[config.mk]
export PLATFORM = sky130hd
export DESIGN_NAME = uart_fifo_wr_ctrl
export DESIGN_NICKNAME = d
export VERILOG_FILES = /design/src/rtl/uart_fifo_wr_ctrl.sv
export SDC_FILE = /design/constraint.sdc
export NUM_CORES = 1
export LEC_CHECK = 0
export ABC_AREA = 1
export CORE_ASPECT_RATIO = 1.4
export CORE_MARGIN = 3
export CORE_UTILIZATION = 40
export CTS_BUF_LIST = sky130_fd_sc_hd__clkbuf_4
export CTS_CLUSTER_DIAMETER = 40
export DETAILED_ROUTE_END_ITERATION = 12
export PLACE_DENSITY = 0.77
export SLEW_MARGIN = 10
export SYNTH_ARGS = -nofsm -noshare
export SYNTH_HDL_FRONTEND = slang
export SYNTH_SLANG_ARGS = --single-unit
[constraint.sdc]
create_clock -name i_mem_ctrl_wclk -period 1.9 [get_ports i_mem_ctrl_wclk]
set_input_delay 0.38 -clock i_mem_ctrl_wclk [delete_from_list [all_inputs] [get_ports i_mem_ctrl_wclk]]
set_output_delay 0.38 -clock i_mem_ctrl_wclk [all_outputs]
set_load 0.01 [all_outputs]
[src/rtl/uart_fifo_wr_ctrl.sv]
// uart_fifo_wr_ctrl
//   Write-side controller for an asynchronous UART FIFO. It owns the binary
//   write pointer and its registered Gray copy, brings the Gray read pointer
//   in from the read clock domain through a two-flop synchronizer, and
//   derives full, occupancy level and a sticky overflow flag from them.
//
// Optional feature:
//   UART_FIFO_WR_AFULL_EN  when defined, adds the o_wr_ctrl_afull output
//                          (registered, level >= AF_THRESH).
//
// Ports:
//   i_mem_ctrl_wclk      write clock
//   i_mem_ctrl_wrst_n    asynchronous active-low reset
//   i_wr_ctrl_winc       write request from the producer
//   i_wr_ctrl_wdata      write data
//   i_wr_ctrl_ovf_clr    clears the sticky overflow flag
//   i_wr_ctrl_rptr_gray  Gray read pointer from the read domain (async)
//   o_mem_ctrl_wclk_en   memory write enable (combinational)
//   o_mem_ctrl_waddr     memory write address (combinational)
//   o_mem_ctrl_wdata     memory write data (combinational pass-through)
//   o_wr_ctrl_wptr_gray  registered Gray write pointer to the read domain
//   o_wr_ctrl_full       FIFO full
//   o_wr_ctrl_level      write-side occupancy, 0..FIFO_DEPTH
//   o_wr_ctrl_ovf        sticky overflow (write attempted while full)
//   o_wr_ctrl_afull      almost full (only with UART_FIFO_WR_AFULL_EN)
module uart_fifo_wr_ctrl #(
    parameter int FIFO_DEPTH = 8,
    parameter int PTR_WIDTH  = $clog2(FIFO_DEPTH) + 1,
    parameter int AF_THRESH  = FIFO_DEPTH - 2
) (
    input  logic                 i_mem_ctrl_wclk,
    input  logic                 i_mem_ctrl_wrst_n,
    input  logic                 i_wr_ctrl_winc,
    input  logic [7:0]           i_wr_ctrl_wdata,
    input  logic                 i_wr_ctrl_ovf_clr,
    input  logic [PTR_WIDTH-1:0] i_wr_ctrl_rptr_gray,
    output logic                 o_mem_ctrl_wclk_en,
    output logic [PTR_WIDTH-2:0] o_mem_ctrl_waddr,
    output logic [7:0]           o_mem_ctrl_wdata,
    output logic [PTR_WIDTH-1:0] o_wr_ctrl_wptr_gray,
    output logic                 o_wr_ctrl_full,
    output logic [PTR_WIDTH-1:0] o_wr_ctrl_level,
    output logic                 o_wr_ctrl_ovf
`ifdef UART_FIFO_WR_AFULL_EN
    ,
    output logic                 o_wr_ctrl_afull
`endif
);

    // Full when the next write pointer equals the synchronized read pointer
    // with its two top Gray bits inverted; XOR with this mask does the
    // inversion and also works for the minimum 2-bit pointer.
    localparam logic [PTR_WIDTH-1:0] FULL_MASK = PTR_WIDTH'(3) << (PTR_WIDTH - 2);

`ifdef UART_FIFO_WR_AFULL_EN
    localparam logic [PTR_WIDTH-1:0] AF_LIMIT = PTR_WIDTH'(AF_THRESH);
`endif

    logic [PTR_WIDTH-1:0] wbin_q,  wbin_d;
    logic [PTR_WIDTH-1:0] wgray_q, wgray_d;
    logic [PTR_WIDTH-1:0] rq1_q,   rq1_d;
    logic [PTR_WIDTH-1:0] rq2_q,   rq2_d;
    logic [PTR_WIDTH-1:0] level_q, level_d;
    logic                 full_q,  full_d;
    logic                 ovf_q,   ovf_d;
    logic [PTR_WIDTH-1:0] rbin;
    logic                 wclk_en;
`ifdef UART_FIFO_WR_AFULL_EN
    logic                 afull_q, afull_d;
`endif

    always_comb begin
        wclk_en = i_wr_ctrl_winc & ~full_q;
        wbin_d  = wbin_q + {{(PTR_WIDTH-1){1'b0}}, wclk_en};
        wgray_d = (wbin_d >> 1) ^ wbin_d;

        rq1_d = i_wr_ctrl_rptr_gray;
        rq2_d = rq1_q;

        // Gray to binary: each binary bit is the XOR of all Gray bits at or
        // above it.
        rbin = '0;
        for (int unsigned i = 0; i < PTR_WIDTH; i++) begin
            rbin[i] = ^(rq2_q >> i);
        end

        level_d = wbin_d - rbin;
        full_d  = (wgray_d == (rq2_q ^ FULL_MASK));

        // Set has priority over clear.
        ovf_d = (i_wr_ctrl_winc & full_q) | (ovf_q & ~i_wr_ctrl_ovf_clr);

`ifdef UART_FIFO_WR_AFULL_EN
        afull_d = (level_d >= AF_LIMIT);
`endif
    end

    always_ff @(posedge i_mem_ctrl_wclk or negedge i_mem_ctrl_wrst_n) begin
        if (!i_mem_ctrl_wrst_n) begin
            wbin_q  <= '0;
            wgray_q <= '0;
            rq1_q   <= '0;
            rq2_q   <= '0;
            level_q <= '0;
            full_q  <= 1'b0;
            ovf_q   <= 1'b0;
`ifdef UART_FIFO_WR_AFULL_EN
            afull_q <= 1'b0;
`endif
        end else begin
            wbin_q  <= wbin_d;
            wgray_q <= wgray_d;
            rq1_q   <= rq1_d;
            rq2_q   <= rq2_d;
            level_q <= level_d;
            full_q  <= full_d;
            ovf_q   <= ovf_d;
`ifdef UART_FIFO_WR_AFULL_EN
            afull_q <= afull_d;
`endif
        end
    end

    assign o_mem_ctrl_wclk_en  = wclk_en;
    assign o_mem_ctrl_waddr    = wbin_q[PTR_WIDTH-2:0];
    assign o_mem_ctrl_wdata    = i_wr_ctrl_wdata;
    assign o_wr_ctrl_wptr_gray = wgray_q;
    assign o_wr_ctrl_full      = full_q;
    assign o_wr_ctrl_level     = level_q;
    assign o_wr_ctrl_ovf       = ovf_q;
`ifdef UART_FIFO_WR_AFULL_EN
    assign o_wr_ctrl_afull     = afull_q;
`endif

endmodule

==> qor.yml, run 1 <==
synth-simple-area-share_pct: 22.5
crit_path_max_incr_delay_ns: 0.42
remaining_drc_errors: 0
synth_mux_area_share_pct: 0
holdCritStartpoint: "i_wr_ctrl_winc"
path_delay_family: "flip-flops"
holdBufCountCts: 0
crit_type: "flip-flop to flip-flop"
synth-xor-area-share_pct: 6.92
die_h_um: 65.0
syn_area_per_cell_um2: 9.75
coreArea_um2: 2280
die_w_um: 48.1
rsz0062_at_grt: "no"
area_delta_synth_final_pct: 38.1
min_path_type: "primary input to flip-flop"
fin_crit_sh_pct: 92.3
ys_seq_area_share_pct: 52.8
setup_slack_ns: 0.146
finalWirelength_um: 1820
gp_congestion: 0.810
post-place-cells: 159
cts_num_sinks: 21
drtIter0Drc: 12
drt-pass1-iter-count: 3
cp-end-kind: "flip-flop"
antenna_found_initial: 0
cp_max_fo: 4
fin_cells: 168
syn_nets: 122
slew_viol_final: 0
drive_gt1_share_pct: 31.9
worstReg2RegStart: "rq2_q[2]"
reg2regPathDepth: 10
grt_overflow: 0
crit_required_ns: 2.13
p_per_area_nw_per_um2: 1660
vias_per_cell: 4.46
grt_pass1_vias: 803
syn_area_um2: 995
fmax_mhz: 570
synth_top_family_by_area: "simple AND/OR/NAND/NOR gates"
crit_chain: "buf_4 -> nand2_2 -> nand3_2 -> nand2_2 -> xnor2_1 -> ha_1 -> inv_1 -> ha_2 -> a21oi_2 -> xor2_1"
r2r_setup_slack_ns: 0.15
die-area_um2: 3130
root_buffer: "clkbuf_4"
synth_compound_area_share_pct: 1.01
port_buffers: 21
critical_path.slowest_cell: "dfrtp_1"
yosys.cell_types.count: 17
status: "completed"
tightestPinTransition_ns: 0.255
critPathLaunchType: "flip-flop"
grt_max_degree: 22
cts.reportedPaths.clkPinSlew_ns: 0.11
final_antenna_net_count: 0
fin_area_um2: 1370
n_antenna_cell: 0
r2r-end: "o_wr_ctrl_level[2]"
finalCriticalPeriod_ns: 1.75
start_util_pct: 43.7
synth-adder-area-share_pct: 5.03
worstPathArrival_ns: 1.98
clockBufferDepth: 2
vias: 749
min_to: "o_wr_ctrl_ovf"
cts.htree.levels: 1
synthCells: 102
place_hpwl_um: 1400
cts_tree: "yes"
postPlaceCellArea_um2: 1270
relSlewSlack_pct: 83.0
post-place-ws_ns: -0.463
setup_violations: 0
min_path_cells: 3
clock_skew_ns: 0.00179
hold_viol: 0
drt-wirelength-per-cell_um: 10.8
nFillCells: 204
leakagePower_nw: 0.691
yosys_warnings: 0
cp.depth: 10
ir_drop_mv: 0.901
grt_pass1_wl_um: 3240
final_nets: 156
synth_seq_cells: 21
ioPinCount: 38
path_buf_inv: 2
cts_buffers: 3
clk_latency_ns: 0.30
grt.total_usage_pct: 14.6
maxCapViolations: 0
crit_top_cell: "nand2_2"
rows: 20
## sequential cells by signal, indices dropped and copies added, names as in the netlist
signal	count
o_wr_ctrl_full	1
o_wr_ctrl_wptr_gray	3
wbin_q	4
rq2_q	4
o_wr_ctrl_level	4
rq1_q	4
o_wr_ctrl_ovf	1
## cell usage after synthesis
master / count / area, um^2
xor2_2: 1 / 16.3
inv_1: 14 / 52.6
nand3_1: 5 / 25.0
a21oi_1: 1 / 5.00
o21ai_0: 1 / 5.00
ha_1: 4 / 50.1
nor2_2: 1 / 6.26
nand2_1: 23 / 86.3
xnor2_1: 2 / 17.5
xor2_1: 4 / 35.0
buf_4: 8 / 60.1
inv_2: 1 / 3.75
dfrtp_1: 21 / 526
nand3_2: 3 / 30.0
nand2_2: 9 / 56.3
nor2_1: 2 / 7.51
nand4_1: 2 / 12.5
## metal layers
metal / track usage [%] / up-vias / wire [um]
met1: 14.1 / 350 / 642
met3: 3.61 / 4 / 88
met2: 26.8 / 24 / 1060
met4: 6.06 / 0 / 22
li1: - / 371 / -
met5: 0 / - / 0
## layout make-up
cell class                      count  area [um^2]  area share (%)
Multi-Input combinational cell     58          389            28.3
Tap cell                           33         41.3            3.01
Inverter                           15         56.3            4.10
Sequential cell                    21          526            38.3
Timing Repair Buffer               37          332            24.1
Clock buffer                        4         30.0            2.19
## layout by cell type, fill, tap and decap left out
cell type	n
nand2_2	9
nand3_2	4
nand3_1	4
xnor2_1	2
xor2_1	3
nand4_1	2
inv_1	13
clkbuf_4	4
dfrtp_1	21
dlygate4sd2_1	1
ha_2	2
buf_4	16
ha_1	1
a21oi_2	1
o21ai_0	1
dlymetal6s2s_1	1
clkdlybuf4s50_1	19
ha_4	1
nand2_1	23
inv_2	2
nor2_1	1
xor2_2	2
nor2_2	2
## tightest hold or removal path: stages
cell            delay [ns]
dlymetal6s2s_1        0.10
nand2_1               0.05
o21ai_0               0.07
## how the worst max path moves through the flow
stage | from | to | slack [ns]
floorplan | o_wr_ctrl_full | o_wr_ctrl_level[2] | 0.003
global placement | i_wr_ctrl_winc | o_wr_ctrl_full | -0.38
detailed placement | i_wr_ctrl_winc | o_wr_ctrl_level[2] | -0.46
CTS | i_wr_ctrl_winc | o_wr_ctrl_level[2] | -0.01
global route | rq2_q[2] | o_wr_ctrl_level[2] | 0.004
finish | rq2_q[2] | o_wr_ctrl_level[2] | 0.15
## power by group
part | switching (W) | total, W | internal [W]
clock | 0.000127 | 0.000224 | 0.0000962
combinational | 0.000635 | 0.00138 | 0.000749
sequential | 0.0000757 | 0.000667 | 0.000592
total | 0.000838 | 0.00228 | 0.00144
## per-stage QoR
| stage | hold slack (ns) | util [%] | total power, W | setup TNS [ns] |
|---|---|---|---|---|
| after floorplan | 0.0844 | - | 0.00130 | 0 |
| after global placement | 0.334 | 55.8 | 0.00188 | -1.64 |
| after detailed placement | 0.341 | 55.8 | 0.00191 | -2.10 |
| after CTS | 0.367 | 58.9 | 0.00227 | -0.0148 |
| after global routing | 0.355 | 60.3 | 0.00247 | 0 |
| final | 0.334 | 60.3 | 0.00228 | 0 |
## cell families (layout without fill, tap and decap cells)
kind of cell	Yosys count	count (layout)
compound gates	2	2
buf+inv	23	56
fa+ha+maj	4	4
simple gates	45	45
xor+xnor	7	7
flops	21	21
## what timing repair did
action,CTS,global route
setup endpoints to repair,3,3
gates resized for setup,8,1
setup buffers,1,4
pin swaps,3,6
Power figures use the tool's default switching activity.
==> run 2: changes to the inputs <==
- CAP_MARGIN: default -> 20
==> results of run 2 <==
Final layout, timing and power as in run 1 (identical DEF).
